File: src/rtl/core_pkg.sv
// core_pkg: shared types and constants for the core pipeline.
// Holds the fetch state enum, instruction size and NOP word.
package core_pkg;

  typedef enum logic [2:0] {
    IDLE,
    DEMAND,
    PREF,
    PWAIT,
    DRAIN
  } fetch_state_t;

  localparam logic [31:0] INST_BYTES = 32'd4;
  localparam logic [31:0] NOP_WORD   = 32'h0;

  function automatic logic [31:0] align(
    input logic [31:0] a
  );
    return a & ~32'h3;
  endfunction

endpackage

File: src/rtl/fetch_prefetch_buf.sv
// prefetch_buf: one-entry instruction buffer for fetch.
// Ports: fill/inval controls, fill addr/data, lookup addr -> hit, data.
import core_pkg::*;

module prefetch_buf (
  input  logic        clk,
  input  logic        rstn,
  input  logic        fill,
  input  logic        inval,
  input  logic [31:0] fill_addr,
  input  logic [31:0] fill_data,
  input  logic [31:0] look_addr,
  output logic        hit,
  output logic [31:0] data
);

  logic        valid;
  logic [31:0] addr;

  always_ff @(posedge clk) begin
    if (!rstn) begin
      valid <= 1'b0;
      addr  <= '0;
      data  <= NOP_WORD;
    end else if (fill) begin
      valid <= 1'b1;
      addr  <= fill_addr;
      data  <= fill_data;
    end else if (inval) begin
      valid <= 1'b0;
    end
  end

  assign hit = valid && (addr == look_addr);

endmodule

File: src/rtl/fetch.sv
// fetch: instruction fetch stage with pc, imem req/ack and prefetch.
// Ports: enable/redirect in; done/pc/command out; imem req/addr/ack/rdata.
import core_pkg::*;

module fetch #(
  parameter logic [31:0] RESET_PC = 32'h0000_0000
) (
  input  logic        clk,
  input  logic        rstn,
  input  logic        enable,
  input  logic        redirect,
  input  logic [31:0] redirect_pc,
  output logic        done,
  output logic [31:0] pc,
  output logic [31:0] command,
  output logic        imem_req,
  output logic [31:0] imem_addr,
  input  logic        imem_ack,
  input  logic [31:0] imem_rdata
);

  fetch_state_t state, state_n;

  logic [31:0] seq_pc;
  logic [31:0] tgt, tgt_n;
  logic        disc, disc_n;
  logic [31:0] t_addr;
  logic        hit;
  logic [31:0] buf_data;

  logic        dlv;
  logic [31:0] dlv_addr;
  logic [31:0] dlv_data;
  logic        ld;
  logic [31:0] addr_n;
  logic        fill;
  logic        inval;

  assign t_addr   = redirect ? align(redirect_pc) : seq_pc;
  assign imem_req = (state != IDLE);

  prefetch_buf u_buf (
    .clk       (clk),
    .rstn      (rstn),
    .fill      (fill),
    .inval     (inval | dlv),
    .fill_addr (imem_addr),
    .fill_data (imem_rdata),
    .look_addr (t_addr),
    .hit       (hit),
    .data      (buf_data)
  );

  always_ff @(posedge clk) begin
    if (!rstn) state <= IDLE;
    else       state <= state_n;
  end

  always_comb begin
    state_n  = state;
    dlv      = 1'b0;
    dlv_addr = imem_addr;
    dlv_data = imem_rdata;
    ld       = 1'b0;
    addr_n   = imem_addr;
    tgt_n    = tgt;
    disc_n   = disc;
    fill     = 1'b0;
    inval    = 1'b0;
    unique case (state)
      IDLE: begin
        if (enable) begin
          if (hit) begin
            dlv      = 1'b1;
            dlv_addr = t_addr;
            dlv_data = buf_data;
            state_n  = PREF;
          end else begin
            inval   = 1'b1;
            ld      = 1'b1;
            addr_n  = t_addr;
            state_n = DEMAND;
          end
        end
      end
      DEMAND: begin
        if (imem_ack) begin
          dlv     = 1'b1;
          state_n = PREF;
        end
      end
      PREF: begin
        if (enable) begin
          if (t_addr == imem_addr) begin
            if (imem_ack) dlv     = 1'b1;
            else          state_n = PWAIT;
          end else begin
            tgt_n = t_addr;
            if (imem_ack) begin
              ld      = 1'b1;
              addr_n  = t_addr;
              state_n = DEMAND;
            end else begin
              // speculative data still in flight; drop it on arrival
              disc_n  = 1'b1;
              state_n = DRAIN;
            end
          end
        end else if (imem_ack) begin
          fill    = 1'b1;
          state_n = IDLE;
        end
      end
      PWAIT: begin
        if (imem_ack) begin
          dlv     = 1'b1;
          state_n = PREF;
        end
      end
      DRAIN: begin
        if (imem_ack && disc) begin
          disc_n  = 1'b0;
          ld      = 1'b1;
          addr_n  = tgt;
          state_n = DEMAND;
        end
      end
      default: state_n = IDLE;
    endcase
  end

  always_ff @(posedge clk) begin
    if (!rstn) begin
      seq_pc    <= RESET_PC;
      imem_addr <= '0;
      tgt       <= '0;
      disc      <= 1'b0;
      done      <= 1'b0;
      pc        <= '0;
      command   <= NOP_WORD;
    end else begin
      tgt  <= tgt_n;
      disc <= disc_n;
      done <= dlv;
      if (dlv) begin
        pc        <= dlv_addr;
        command   <= dlv_data;
        seq_pc    <= dlv_addr + INST_BYTES;
        imem_addr <= dlv_addr + INST_BYTES;
      end else if (ld) begin
        imem_addr <= addr_n;
      end
    end
  end

endmodule

File: config.mk
export PLATFORM = sky130hd
export DESIGN_NAME = fetch
export DESIGN_NICKNAME = d
export VERILOG_FILES = /design/src/rtl/core_pkg.sv /design/src/rtl/fetch_prefetch_buf.sv /design/src/rtl/fetch.sv
export SDC_FILE = /design/constraint.sdc
export NUM_CORES = 1
export LEC_CHECK = 0
export ABC_CLOCK_PERIOD_IN_PS = 6000
export BUFFER_PORTS_ARGS = -buffer_cell sky130_fd_sc_hd__buf_2
export CORE_MARGIN = 8
export CORE_UTILIZATION = 30
export CTS_BUF_LIST = sky130_fd_sc_hd__clkbuf_4 sky130_fd_sc_hd__clkbuf_8
export CTS_CLUSTER_SIZE = 12
export DETAILED_ROUTE_END_ITERATION = 8
export GPL_ROUTABILITY_DRIVEN = 0
export GPL_TIMING_DRIVEN = 0
export PLACE_DENSITY = 0.56
export SYNTH_ARGS = -nofsm -noshare
export SYNTH_HDL_FRONTEND = slang
export SYNTH_HIERARCHICAL = 1
export SYNTH_SLANG_ARGS = --single-unit
File: constraint.sdc
create_clock -name clk -period 6 [get_ports clk]
set_input_delay 0.6 -clock clk [delete_from_list [all_inputs] [get_ports clk]]
set_output_delay 0.6 -clock clk [all_outputs]
set_load 0.05 [all_outputs]
== Yosys cells after proc, flatten, opt, wreduce, memory -nomap -nowiden ==
Cells that the tools add are included.
Widths: inputs -> output; s select.

* Muxes and demuxes: 48
* Equal/unequal tests: 20
* Add/subtract/negate cells: 1
* Reductions and logical operators: 13
* Bitwise operators: 2

{| class="wikitable"
|+ Operators by type and width
! operator !! count
|-
| $mux 32 || 15
|-
| $pmux 32 s3 || 1
|-
| $eq 32x32->1 || 2
|-
| $add 32x3->32 const B || 1
|-
| $mux 3 || 8
|-
| $ne 3x3->1 const B || 7
|-
| $mux 1 || 19
|-
| $pmux 3 s4 || 1
|-
| $ne 2x2->1 const B || 5
|-
| $reduce_and 5->1 || 2
|-
| $reduce_and 8->1 || 1
|-
| $eq 3x2->1 const B || 2
|-
| $pmux 1 s3 || 2
|-
| $reduce_bool 2->1 || 3
|-
| $ne 4x4->1 const B || 1
|-
| $reduce_bool 4->1 || 1
|-
| $eq 3x1->1 const B || 1
|-
| $eq 3x3->1 const B || 1
|-
| $logic_not 3->1 || 1
|-
| $reduce_and 3->1 || 1
|-
| $reduce_bool 3->1 || 1
|-
| $logic_and 1x1->1 || 2
|-
| $mux 2 || 1
|-
| $ne 2x1->1 const B || 1
|-
| other kinds (4) || 4
|}

* Logic and storage cells: 95
* Register bits: 230

== Logic depth before layout (Yosys ltp) ==
* Word-level depth: 9
* Gate-level depth with buffers: 24
* Gate-level depth less buffers: 15

== Modules after synthesis ==
Netlist, hierarchy kept.

{| class="wikitable"
|+ Modules (own cells, without submodules)
! module !! instances !! area each (sq um) !! seq. area each (sq um) !! cells an instance
|-
| fetch || 1 || 8,867.3 || 3,263.1 || 1,141
|-
| prefetch_buf || 1 || 2,813.9 || 1,301.2 || 254
|}

== Least setup slack after synthesis ==
OpenSTA, ideal clock, no wires.

* Path kind: input-to-reg
* From: in redirect
* To: reg imem_addr[30]
* Data arrival time: 5,155 ps
* Required time: 5,867 ps
* Library setup time: 133 ps
* Cell stages on the path: 22
* Slack: 713 ps
* Cell sequence: buf_4 buf_6 buf_4 buf_2 clkbuf_1 nand2b_1 inv_1 xor2_1 nor4_2 nand4_1 nor4_2 clkbuf_1 nand2_1 clkbuf_1 clkbuf_1 o21ai_0 ha_1 o21ai_1 or4_1 o31a_1 o21ai_1 a31oi_1

* Cells in the longest elaborated chain, start to end: 8
* Elaborated cells between the ends (all ways): 35
* Classes of those cells: add/sub (1); eq/ne (8); mux (22); reduce/logical (4)

{| class="wikitable"
|+ Ends and longest elaborated chain
! what !! line !! RTL
|-
| start: declaration || fetch.sv:11 || <nowiki>input logic redirect,</nowiki>
|-
| $mux 32 || fetch.sv:39 || <nowiki>assign t_addr = redirect ? align(redirect_pc) : seq_pc;</nowiki>
|-
| net t_addr[0] || fetch.sv:27 || <nowiki>logic [31:0] t_addr;</nowiki>
|-
| $eq 32x32->1 || fetch_prefetch_buf.sv:34 || <nowiki>assign hit = valid && (addr == look_addr);</nowiki>
|-
| $logic_and 1x1->1 || fetch_prefetch_buf.sv:34 ||
|-
| net hit || fetch.sv:28 || <nowiki>logic hit;</nowiki>
|-
| $mux 32 || fetch.sv:73 || <nowiki>if (hit) begin</nowiki>
|-
| $mux 32 || fetch.sv:72 || <nowiki>if (enable) begin</nowiki>
|-
| $mux 32 || fetch.sv:70 || <nowiki>unique case (state)</nowiki>
|-
| net dlv_addr[3] || fetch.sv:32 || <nowiki>logic [31:0] dlv_addr;</nowiki>
|-
| $add 32x3->32 || fetch.sv:149 || <nowiki>imem_addr <= dlv_addr + INST_BYTES;</nowiki>
|-
| $mux 32 || fetch.sv:145 || <nowiki>if (dlv) begin</nowiki>
|-
| end signal: assignment || fetch.sv:149 ||
|-
| end signal: assignment || fetch.sv:151 || <nowiki>imem_addr <= addr_n;</nowiki>
|-
| end: declaration || fetch.sv:17 || <nowiki>output logic [31:0] imem_addr,</nowiki>
|}

The timed path passes the listed nets, and every way through them passes these cells. The select of a mux whose other input is x is not followed.
A chain may end at the register's enable or synchronous reset.

== Worst setup path after layout ==
Ends and elaborated chain as after synthesis.

==> impl_metrics.tcl <==
set metrics [dict create \
    hold_start "imem_rdata[3]" \
    min_path_type "in -> reg" \
    critPathArrivalTime_ps 6330 \
    ys.flop_type "sky130_fd_sc_hd__dfxtp_1" \
    cts_inserted_buffers 42 \
    netlist_instances 1395 \
    timing_hold_violations_final 0 \
    critical_path.n_buffers_inverters 6 \
    layout_common_cells "sky130_fd_sc_hd__dfxtp_1, sky130_fd_sc_hd__nand2_1, sky130_fd_sc_hd__buf_2, sky130_fd_sc_hd__mux2i_1, sky130_fd_sc_hd__nor2_1" \
    critPathLaunchType "primary input" \
    ys_seq_elements 228 \
    finish.utilization 0.365 \
    post-route-worst-setup-slack_ps 102 \
    drcViolationCount 0 \
    synth.avg_cell_area_um2 8.37 \
    final.min_clock_period_ps 5900 \
    number_of_warnings_issued_by_yosys 6 \
    fp-row-count 72 \
    cts_hold_repair.buffers 0 \
    first_pass_grt_wire_length_um 71800 \
    syn-num-nets 1465 \
    netlist.top_cell.by_area "sky130_fd_sc_hd__dfxtp_1" \
    pwr_density_cell_nw_per_um2 282 \
    die_x_um 213 \
    critical-path-slowest-cell "sky130_fd_sc_hd__or4_4" \
    num-nets-final 1671 \
    vdd_drop_max_mv 0.170 \
    setup.worst_path.end_class "register" \
    yosys.area.top_type_share 0.391 \
    first_global_vias 11400 \
    dp_cells 2075 \
    reported_max_cap_violation_count 0 \
    result_of_the_run "finished, final reports clean" \
    detail-route-antenna-nets 0 \
    portBuffers 162 \
    sequential_area_share_after_synthesis 0.391 \
    fmax_mhz 170 \
    crit_path_max_fo 19 \
    detailedRoute.firstPassIterationCount 6 \
    routed_wire_length_per_instance_um 23.1 \
    worst-slew-pin-transition_ps 1070 \
    cell_area_after_synthesis_um2 11700 \
    detailedPlacementHpwl_um 36400 \
    synth_cell_types 67 \
    final_worst_path_cycle_share 0.983 \
    sequential_cell_area_um2 4560 \
    num_ports 167 \
    detail_route.iter0.violations 1245 \
    fillers 4124 \
    vias_per_cell 5.51 \
    core_box_area_um2 38600 \
    detail_route.wirelength_um 49600 \
    antenna_found_initial 0 \
    timing.hold.worst_endpoint "command[3]$_SDFFE_PN0P_" \
    ctsHtreeMaxLevel 2 \
    rsz_0062_raised_after_global_routing "no" \
    overflow 0 \
    grt_start_max_net_pins 20 \
    final_max_slew_viol_count 0 \
    final_layout_size_suffix_gt1_frac 0.190 \
    timing.rr.start "seq_pc[5]$_SDFFE_PN0P_" \
    largest_clock_skew_in_the_final_design_ps 27.4 \
    final_common_cell "sky130_fd_sc_hd__dfxtp_1" \
    hold-path-cell-count 3 \
    synth-async-reset-ratio 0 \
    place_ws_ps -2220 \
    worst-endpoint-required_ps 6430 \
    dr_total_vias 11800 \
    setup_viol 0 \
    cp.depth 19 \
    areaGrowthSynthToFinish_pct 20.4 \
    reg2reg_depth 16 \
    r2r_slack_ps 640 \
    post-route-cell-area_um2 14100 \
    cts_tree "yes" \
    timing_worst_setup_path_type "in -> reg" \
    grt_usage 0.210 \
    final_cell_count_no_fill 2144 \
    ctsLongestPathBuffers 3 \
    r2r-end "imem_addr[30]$_SDFFE_PN0P_" \
    post_synth_main_area_contributors "sky130_fd_sc_hd__dfxtp_1, sky130_fd_sc_hd__mux2i_1, sky130_fd_sc_hd__nand2_1, sky130_fd_sc_hd__nor2_1, sky130_fd_sc_hd__nor2b_1" \
    final.hold.worst_slack_ps 301 \
    die_area_um2 45500 \
    origin_of_the_worst_setup_path "redirect" \
    area_used_by_multi_input_combinational_logic_um2 6560 \
    die_h_um 213 \
    initial_core_util 0.303 \
    clock_pin_slew_on_the_worst_setup_and_hold_paths_ps 60 \
    critical_path.top_delay_family "simple AND/OR/NAND/NOR gates" \
    placed_cell_area_um2 13100 \
    cell_chain_critical_path "buf_4 -> buf_6 -> buf_4 -> mux2i_2 -> inv_1 -> xor2_1 -> nor4_1 -> nand3_1 -> nor4_4 -> clkbuf_4 -> nand2_1 -> buf_2 -> o21ai_2 -> ha_1 -> o21ai_2 -> or4_4 -> o31a_1 -> o21ai_1 -> a31oi_1" \
    max_stage_delay_ps 680 \
    leakagePower_nw 5.78 \
    max-slew-margin-rel 0.279 \
    root_buffer "sky130_fd_sc_hd__clkbuf_8" \
    synth_edf_count 0 \
    clkSinkCount 228 \
    clk_latency_ps 580 \
]
[cell families after synthesis]
kind of cell	Yosys count	synth area share
AO/OA/AOI/OAI	290	0.165
XOR/XNOR	79	0.0592
adder cells (fa/ha/maj)	1	0.00107
buffers and inverters	142	0.0534
flip-flops	228	0.391
multiplexers	138	0.119
AND/OR/NAND/NOR	517	0.211
[power breakdown]
group | total [W] | internal, W | switching, W
Sequential | 0.00167 | 0.00158 | 0.0000888
Clock | 0.00152 | 0.000844 | 0.000679
Combinational | 0.000773 | 0.000221 | 0.000552
[metrics by stage]
step | total power [W] | setup TNS, ps
2_1_floorplan | 0.00217 | 0
6_report | 0.00396 | 0
3_3_place_gp | 0.00244 | -102130
3_5_place_dp | 0.00245 | -99020
4_1_cts | 0.00398 | 0
5_1_grt | 0.00410 | 0
[worst reg2reg max path: stages (launching register included)]
cell,delay [ps]
sky130_fd_sc_hd__dfxtp_1,350
sky130_fd_sc_hd__mux2i_1,360
sky130_fd_sc_hd__inv_1,140
sky130_fd_sc_hd__xor2_1,180
sky130_fd_sc_hd__nor4_1,450
sky130_fd_sc_hd__nand4_1,230
sky130_fd_sc_hd__nor4_4,340
sky130_fd_sc_hd__clkbuf_4,330
sky130_fd_sc_hd__nand2_1,230
sky130_fd_sc_hd__buf_2,400
sky130_fd_sc_hd__o21ai_2,300
sky130_fd_sc_hd__ha_1,290
sky130_fd_sc_hd__o21ai_2,240
sky130_fd_sc_hd__or4_4,680
sky130_fd_sc_hd__o31a_1,320
sky130_fd_sc_hd__o21ai_1,280
sky130_fd_sc_hd__a31oi_1,120
[what timing repair did]
item | 4_1_cts | 5_1_grt
gates resized for setup | 16 | 10
endpoints found under the setup margin | 71 | 22
pin swaps | 0 | 1
cloned | 0 | 0
setup buffers | 0 | 2
[worst max-delay path by stage]
| stage | to | slack (ps) |
|---|---|---|
| after floorplan | imem_addr[30]$_SDFFE_PN0P_ | 710 |
| after global placement | imem_addr[30]$_SDFFE_PN0P_ | -2260 |
| after detailed placement | imem_addr[30]$_SDFFE_PN0P_ | -2220 |
| final | imem_addr[30]$_SDFFE_PN0P_ | 100 |
| after CTS | imem_addr[30]$_SDFFE_PN0P_ | 70 |
| after global routing | seq_pc[30]$_SDFFE_PN0P_ | 4 |
[synthesized netlist by cell type, drive strengths merged (37+ instances only)]
cell    count
dfxtp     228
a21oi      70
nor2b      66
nand2     198
nor2      119
mux2i     129
buf        37
xor2       38
o21ai      71
clkbuf     72
xnor2      41
[layout make-up]
class                      instances  area share
sequential                       228       0.325
inverter                          33     0.00881
buffer                           107      0.0359
multi-input combinational       1025       0.466
clock buffer                      62      0.0567
clock inverter                     6     0.00276
tap                              518      0.0461
timing repair buffer             164      0.0587
antenna                            1    0.000178
[metal layers]
metal / vias to the layer above / track usage / part of all wire
li1: 5321 / - / -
met1: 5625 / 0.272 / 0.42
met2: 679 / 0.323 / 0.44
met3: 185 / 0.0387 / 0.085
met4: 0 / 0.121 / 0.061
met5: - / 0 / 0
[state kept, by name, summed over array words and instances, names as in the netlist]
| name | flops |
|---|---|
| u_buf/addr | 32 |
| done | 1 |
| u_buf/valid | 1 |
| pc | 32 |
| command | 32 |
| seq_pc | 30 |
| state | 3 |
| disc | 1 |
| tgt | 32 |
| imem_addr | 32 |
| u_buf/data | 32 |
(Power assumes the default switching activity.)
